--- src/rtl/cam_dvp_emulator.sv ---
`default_nettype none
// ============================================================================
// Module : cam_dvp_emulator
// Brief  : DVP camera-side transmitter producing OV-style VSYNC/HREF/data
//          timing with synthetic test patterns. Define CAM_EMU_FRAME_STAMP_EN
//          to replace pixel (0,0) of every frame with frame_cnt.
// Rev    : 1.0  initial release
// ============================================================================
module cam_dvp_emulator #(
    parameter int COLOR_MODE = 1,
    parameter int IM_X       = 1280,
    parameter int IM_Y       = 720,
    parameter int H_BLANK    = 144,
    parameter int VSYNC_LEN  = 3,
    parameter int V_BACK     = 17,
    parameter int V_FRONT    = 10
) (
    input  logic        pclk,
    input  logic        rst_n_cam,
    input  logic        enable,
    input  logic [1:0]  pattern_sel,
    output logic        VSYNC_cam,
    output logic        HREF_cam,
    output logic [7:0]  data_cam,
    output logic        frame_done,
    output logic [15:0] frame_cnt
);

    localparam int C_BPP       = (COLOR_MODE == 1) ? 2 : 1;
    localparam int C_ACT_BYTES = IM_X * C_BPP;
    localparam int C_LP        = C_ACT_BYTES + H_BLANK;
    localparam int C_BW        = $clog2(C_LP);
    localparam int C_MAX_A     = (VSYNC_LEN > V_BACK) ? VSYNC_LEN : V_BACK;
    localparam int C_MAX_B     = (IM_Y > V_FRONT) ? IM_Y : V_FRONT;
    localparam int C_MAX_L     = (C_MAX_A > C_MAX_B) ? C_MAX_A : C_MAX_B;
    localparam int C_LW        = $clog2(C_MAX_L + 1);

    localparam logic [C_BW-1:0] C_LP_LAST  = C_BW'(C_LP - 1);
    localparam logic [C_BW-1:0] C_ACT_N    = C_BW'(C_ACT_BYTES);
    localparam logic [C_BW-1:0] C_BAR_W    = C_BW'(IM_X / 8);
    localparam logic [C_BW-1:0] C_BYTE_ONE = C_BW'(1);
    localparam logic [C_LW-1:0] C_LINE_ONE = C_LW'(1);
    localparam logic [C_LW-1:0] C_VS_LAST  = C_LW'(VSYNC_LEN - 1);
    localparam logic [C_LW-1:0] C_VB_LAST  = C_LW'(V_BACK - 1);
    localparam logic [C_LW-1:0] C_Y_LAST   = C_LW'(IM_Y - 1);
    localparam logic [C_LW-1:0] C_VF_LAST  = C_LW'(V_FRONT - 1);

    typedef enum logic [2:0] {
        S_IDLE   = 3'd0,
        S_VSYNC  = 3'd1,
        S_VBACK  = 3'd2,
        S_ACTIVE = 3'd3,
        S_VFRONT = 3'd4
    } state_t;

    state_t            r_state, w_state_nx;
    logic [C_BW-1:0]   r_byte, w_byte_nx;
    logic [C_LW-1:0]   r_line, w_line_nx;
    logic [C_LW-1:0]   w_line_last;
    logic              w_line_end;
    logic              w_latch;
    logic [1:0]        r_pat;

    logic              r_vsync, r_href, r_done;
    logic [7:0]        r_data;
    logic [15:0]       r_frame_cnt;

    logic [C_BW-1:0]   w_x;
    logic [7:0]        w_x8, w_y8;
    logic [2:0]        w_bar;
    logic [15:0]       w_pix;
    logic [7:0]        w_byte_val;
    logic              w_href, w_done;

    // State and counters describe the cycle currently on the pins; the
    // outputs are registered from the next position so they line up with it.
    always_comb begin
        w_state_nx  = r_state;
        w_byte_nx   = r_byte;
        w_line_nx   = r_line;
        w_latch     = 1'b0;
        w_line_end  = (r_byte == C_LP_LAST);
        w_line_last = C_VF_LAST;
        case (r_state)
            S_VSYNC:  w_line_last = C_VS_LAST;
            S_VBACK:  w_line_last = C_VB_LAST;
            S_ACTIVE: w_line_last = C_Y_LAST;
            default:  w_line_last = C_VF_LAST;
        endcase

        if (r_state == S_IDLE) begin
            if (enable) begin
                w_state_nx = S_VSYNC;
                w_byte_nx  = '0;
                w_line_nx  = '0;
                w_latch    = 1'b1;
            end
        end else if (!w_line_end) begin
            w_byte_nx = r_byte + C_BYTE_ONE;
        end else begin
            w_byte_nx = '0;
            if (r_line != w_line_last) begin
                w_line_nx = r_line + C_LINE_ONE;
            end else begin
                w_line_nx = '0;
                case (r_state)
                    S_VSYNC:  w_state_nx = S_VBACK;
                    S_VBACK:  w_state_nx = S_ACTIVE;
                    S_ACTIVE: w_state_nx = S_VFRONT;
                    default: begin
                        if (enable) begin
                            w_state_nx = S_VSYNC;
                            w_latch    = 1'b1;
                        end else begin
                            w_state_nx = S_IDLE;
                        end
                    end
                endcase
            end
        end
    end

    generate
        if (C_BPP == 2) begin : g_bpp2
            assign w_x        = {1'b0, w_byte_nx[C_BW-1:1]};
            assign w_byte_val = w_byte_nx[0] ? w_pix[7:0] : w_pix[15:8];
        end else begin : g_bpp1
            assign w_x        = w_byte_nx;
            assign w_byte_val = w_pix[7:0];
        end
    endgenerate

    assign w_x8  = 8'(w_x);
    assign w_y8  = 8'(w_line_nx);
    assign w_bar = 3'(w_x / C_BAR_W);

    always_comb begin
        w_pix = 16'h0000;
        case (r_pat)
            2'd0: begin
                case (w_bar)
                    3'd0:    w_pix = 16'hFFFF;
                    3'd1:    w_pix = 16'hFFE0;
                    3'd2:    w_pix = 16'h07FF;
                    3'd3:    w_pix = 16'h07E0;
                    3'd4:    w_pix = 16'hF81F;
                    3'd5:    w_pix = 16'hF800;
                    3'd6:    w_pix = 16'h001F;
                    default: w_pix = 16'h0000;
                endcase
            end
            2'd1:    w_pix = {w_x8[7:3], w_x8[7:2], w_x8[7:3]};
            2'd2:    w_pix = {w_y8, w_x8};
            default: w_pix = (w_x8[3] ^ w_y8[3]) ? 16'hFFFF : 16'h0000;
        endcase
`ifdef CAM_EMU_FRAME_STAMP_EN
        if ((w_x == '0) && (w_line_nx == '0)) begin
            w_pix = r_frame_cnt;
        end
`endif
    end

    assign w_href = (w_state_nx == S_ACTIVE) && (w_byte_nx < C_ACT_N);
    assign w_done = (w_state_nx == S_VFRONT) && (w_line_nx == C_VF_LAST)
                    && (w_byte_nx == C_LP_LAST);

    always_ff @(posedge pclk or negedge rst_n_cam) begin
        if (!rst_n_cam) begin
            r_state     <= S_IDLE;
            r_byte      <= '0;
            r_line      <= '0;
            r_pat       <= 2'd0;
            r_vsync     <= 1'b0;
            r_href      <= 1'b0;
            r_data      <= 8'h00;
            r_done      <= 1'b0;
            r_frame_cnt <= 16'h0000;
        end else begin
            r_state <= w_state_nx;
            r_byte  <= w_byte_nx;
            r_line  <= w_line_nx;
            if (w_latch) begin
                r_pat <= pattern_sel;
            end
            r_vsync <= (w_state_nx == S_VSYNC);
            r_href  <= w_href;
            r_data  <= w_href ? w_byte_val : 8'h00;
            r_done  <= w_done;
            if (w_done) begin
                r_frame_cnt <= r_frame_cnt + 16'd1;
            end
        end
    end

    assign VSYNC_cam  = r_vsync;
    assign HREF_cam   = r_href;
    assign data_cam   = r_data;
    assign frame_done = r_done;
    assign frame_cnt  = r_frame_cnt;

endmodule
`default_nettype wire

--- config.mk ---
export PLATFORM = sky130hd
export DESIGN_NAME = cam_dvp_emulator
export DESIGN_NICKNAME = d
export VERILOG_FILES = /design/src/rtl/cam_dvp_emulator.sv
export SDC_FILE = /design/constraint.sdc
export NUM_CORES = 1
export LEC_CHECK = 0
export CAP_MARGIN = 20
export CORE_MARGIN = 5
export CORE_UTILIZATION = 53
export DETAILED_ROUTE_END_ITERATION = 10
export HOLD_SLACK_MARGIN = 0.06
export PLACE_DENSITY_LB_ADDON = 0.12
export SLEW_MARGIN = 20
export SYNTH_ARGS = -nofsm -noshare
export SYNTH_HDL_FRONTEND = slang
export SYNTH_SLANG_ARGS = --single-unit
--- constraint.sdc ---
create_clock -name pclk -period 3 [get_ports pclk]
set_input_delay 0.45 -clock pclk [delete_from_list [all_inputs] [get_ports pclk]]
set_output_delay 0.45 -clock pclk [all_outputs]
set_load 0.05 [all_outputs]
==> reports/results.ini <==
[pwr]
pwr_density_cell_mw_per_mm2=559
total_leakage_power_nw=2.36
ir_worst_vdd_mv=0.596

[critical_path]
worst_r2r_endpoint=frame_cnt[1]$_DFFE_PN0P_
start_kind=register
timing.rr.start=r_line[2]$_DFF_PN0_
ff2ff_path_depth=13
critPathKind=register to register
r2r_setup_slack_ns=-0.17
required_ns=3.22
crit_path_end_kind=register
cp.arrival_ns=3.39
critPathMaxFanout=8

[floorplan]
core_mm2=0.00683
die_w_um=94.0
die_height_um=94.0
die_area_mm2=0.00884
initial_core_util=0.548
boundaryPins=32
fp-row-count=30

[grt]
antenna_found_initial=0
first_global_vias=3882
grt_max_degree=33
grt_first_pass_wirelength_um=19700
grt_usage=0.285
gr-total-overflow=0

[timing]
fin_skew_ns=0.0161
worst_pin_slew_ns=0.717
finalSetupViolCount=18
report.final.hold_viol_count=0
slew_headroom=0.522
rsz0062_at_grt=true
maxClockFrequency_mhz=316
min_period_ns=3.17
fin_crit_sh=1.06
finalMaxSlewViolations=0
hold_ws_ns=0.0964
layout_setup_ws_ns=-0.165

[layout]
drive_above_1_share=0.372
fin_area_mm2=0.00548
diodes=0
n_fill_cell=445
synthToLayoutAreaGrowth_pct=46.6
nets=572
post-route-util=0.803
stdcell_count=661
seqCellArea_mm2=0.00136
multi_input_area_mm2=0.00251

[routing]
wl_per_cell_um=20.2
avgViaCountPerCell=6.37
ant_nets=0
wl_um=13300
vias=4212
drc=0
drt_iter0_drc=399
drtPass1Iterations=6

[placement]
post-place-ws_ns=-0.297
portBuffers=31
place_area_mm2=0.00484
place_inst=632
gp_congestion=1.02
dp_hpwl_um=9060

[clock_tree]
clock-sinks=54
cts_tree=built
clock_path_buffers=2
cts_buffers=5
h-tree-depth=2
root_buffer=clkbuf_8
path_clk_slew_ns=0.12
clock_latency_ns=0.32

[worst_hold_path]
hp-class=primary input to async pin

[outcome]
violations=negative setup slack
outcome=finished with violations

[synthesis]
synth-seq-area-share=0.361
synth_warnings=0
syn-instance-count=422
async_flop_share=1.00
syn_area_mm2=0.00374
ys_ff_latch=54
syn_avg_cell_area_um2=8.87
synthDistinctLibCells=78
synthFlopType=dfrtp_1
synthesis.nets=430
synth_edf_count=0

[job]
cap_violations=0

worst max-delay path by stage:
stage	startpoint	end	slack (ns)	depth (start not counted)
floorplan	r_state[1]$_DFF_PN0_	frame_cnt[15]$_DFFE_PN0P_	-0.07	12
global placement	enable	frame_done$_DFF_PN0_	-0.22	11
detailed placement	enable	frame_done$_DFF_PN0_	-0.30	11
CTS	r_line[6]$_DFF_PN0_	frame_cnt[1]$_DFFE_PN0P_	-0.05	10
global route	r_state[0]$_DFF_PN0_	frame_cnt[8]$_DFFE_PN0P_	-0.28	13
finish	r_line[2]$_DFF_PN0_	frame_cnt[1]$_DFFE_PN0P_	-0.17	13
flip-flops by register name, summed over array words and instances (netlist names):
register    cells
frame_cnt      16
r_byte         12
r_line         10
data_cam        8
r_state         3
r_pat           2
HREF_cam        1
VSYNC_cam       1
frame_done      1
synth_stat cells, drive strengths merged, types with 3 or more instances:
cell type | count | area share
o21ai | 30 | 0.040
nor3 | 17 | 0.027
nand2 | 34 | 0.034
o22ai | 4 | 0.0067
o311a | 3 | 0.0080
a22o | 4 | 0.0094
and2 | 5 | 0.0084
xnor2 | 20 | 0.047
a31o | 3 | 0.0070
nor4 | 6 | 0.017
clkbuf | 9 | 0.0090
and3 | 9 | 0.015
a21oi | 18 | 0.025
ha | 3 | 0.010
a21o | 7 | 0.014
nor2 | 32 | 0.032
inv | 19 | 0.019
buf | 11 | 0.022
and4b | 3 | 0.0080
o31ai | 4 | 0.015
or4 | 3 | 0.0060
dfrtp | 54 | 0.36
o21a | 5 | 0.010
nand4 | 15 | 0.027
nor3b | 4 | 0.0080
a31oi | 7 | 0.012
nand3 | 20 | 0.027
and4 | 8 | 0.019
o2111ai | 3 | 0.0070
nand4b | 4 | 0.0094
a211oi | 9 | 0.018
or3 | 5 | 0.0097
o211ai | 5 | 0.011
repair_timing:
action | CTS | global route
buffers inserted | 4 | 17
cloned | 0 | 1
resized for setup | 19 | 57
pin swaps | 4 | 31
endpoints found under the setup margin | 24 | 25
hold buffers | 0 | 0
cells by family after synthesis:
group           Yosys count  synth area share
flops                    54             0.361
mux                       3           0.00870
xor+xnor                 22            0.0515
compound gates          124             0.244
buf+inv                  41            0.0552
simple gates            173             0.264
fa+ha+maj                 5            0.0154
routing by layer:
layer  up-vias  GRT usage  part of all wire
met4         0     0.0999             0.036
met5         -          0                 0
li1       1890          -                 -
met3        45     0.0321             0.088
met2       268      0.457              0.47
met1      2009      0.398              0.40
through the flow:
step	power, mW	setup TNS, ns
after floorplan	1.60	-0.203
after global placement	2.23	-2.67
after detailed placement	2.25	-3.32
after CTS	2.76	-0.108
after global routing	3.21	-4.52
final	3.06	-1.89
critical path, cell delays in order, from the launching register on:
cell	delay, ns
dfrtp_1	0.41
or3_1	0.37
or3_4	0.36
a22o_4	0.30
buf_6	0.13
o31ai_4	0.22
buf_4	0.16
buf_6	0.09
o22ai_4	0.08
o211ai_1	0.31
nor4_4	0.06
buf_4	0.16
buf_12	0.13
mux2_4	0.29
report_power, final:
part / switching (mW) / internal, mW
Clock: 0.272 / 0.175
Sequential: 0.122 / 0.786
Combinational: 0.934 / 0.772
Total: 1.33 / 1.73
placed cells by master (no fill, tap or decap), types with 14 or more instances in the layout:
cell               n
dfrtp_1           45
xnor2_1           19
buf_4            116
nor2_1            30
a21oi_1           15
nand2_1           33
nand3_1           15
inv_1             16
o21ai_0           24
clkdlybuf4s50_1   30
nand4_1           14
final cells by class:
type,count,area share
tap,96,0.0219
inverter,21,0.0167
clock inverter,3,0.00525
multi-input combinational,327,0.459
timing repair buffer,155,0.237
sequential,54,0.248
clock buffer,5,0.0125
No activity file was read; power rests on OpenSTA's default activity.
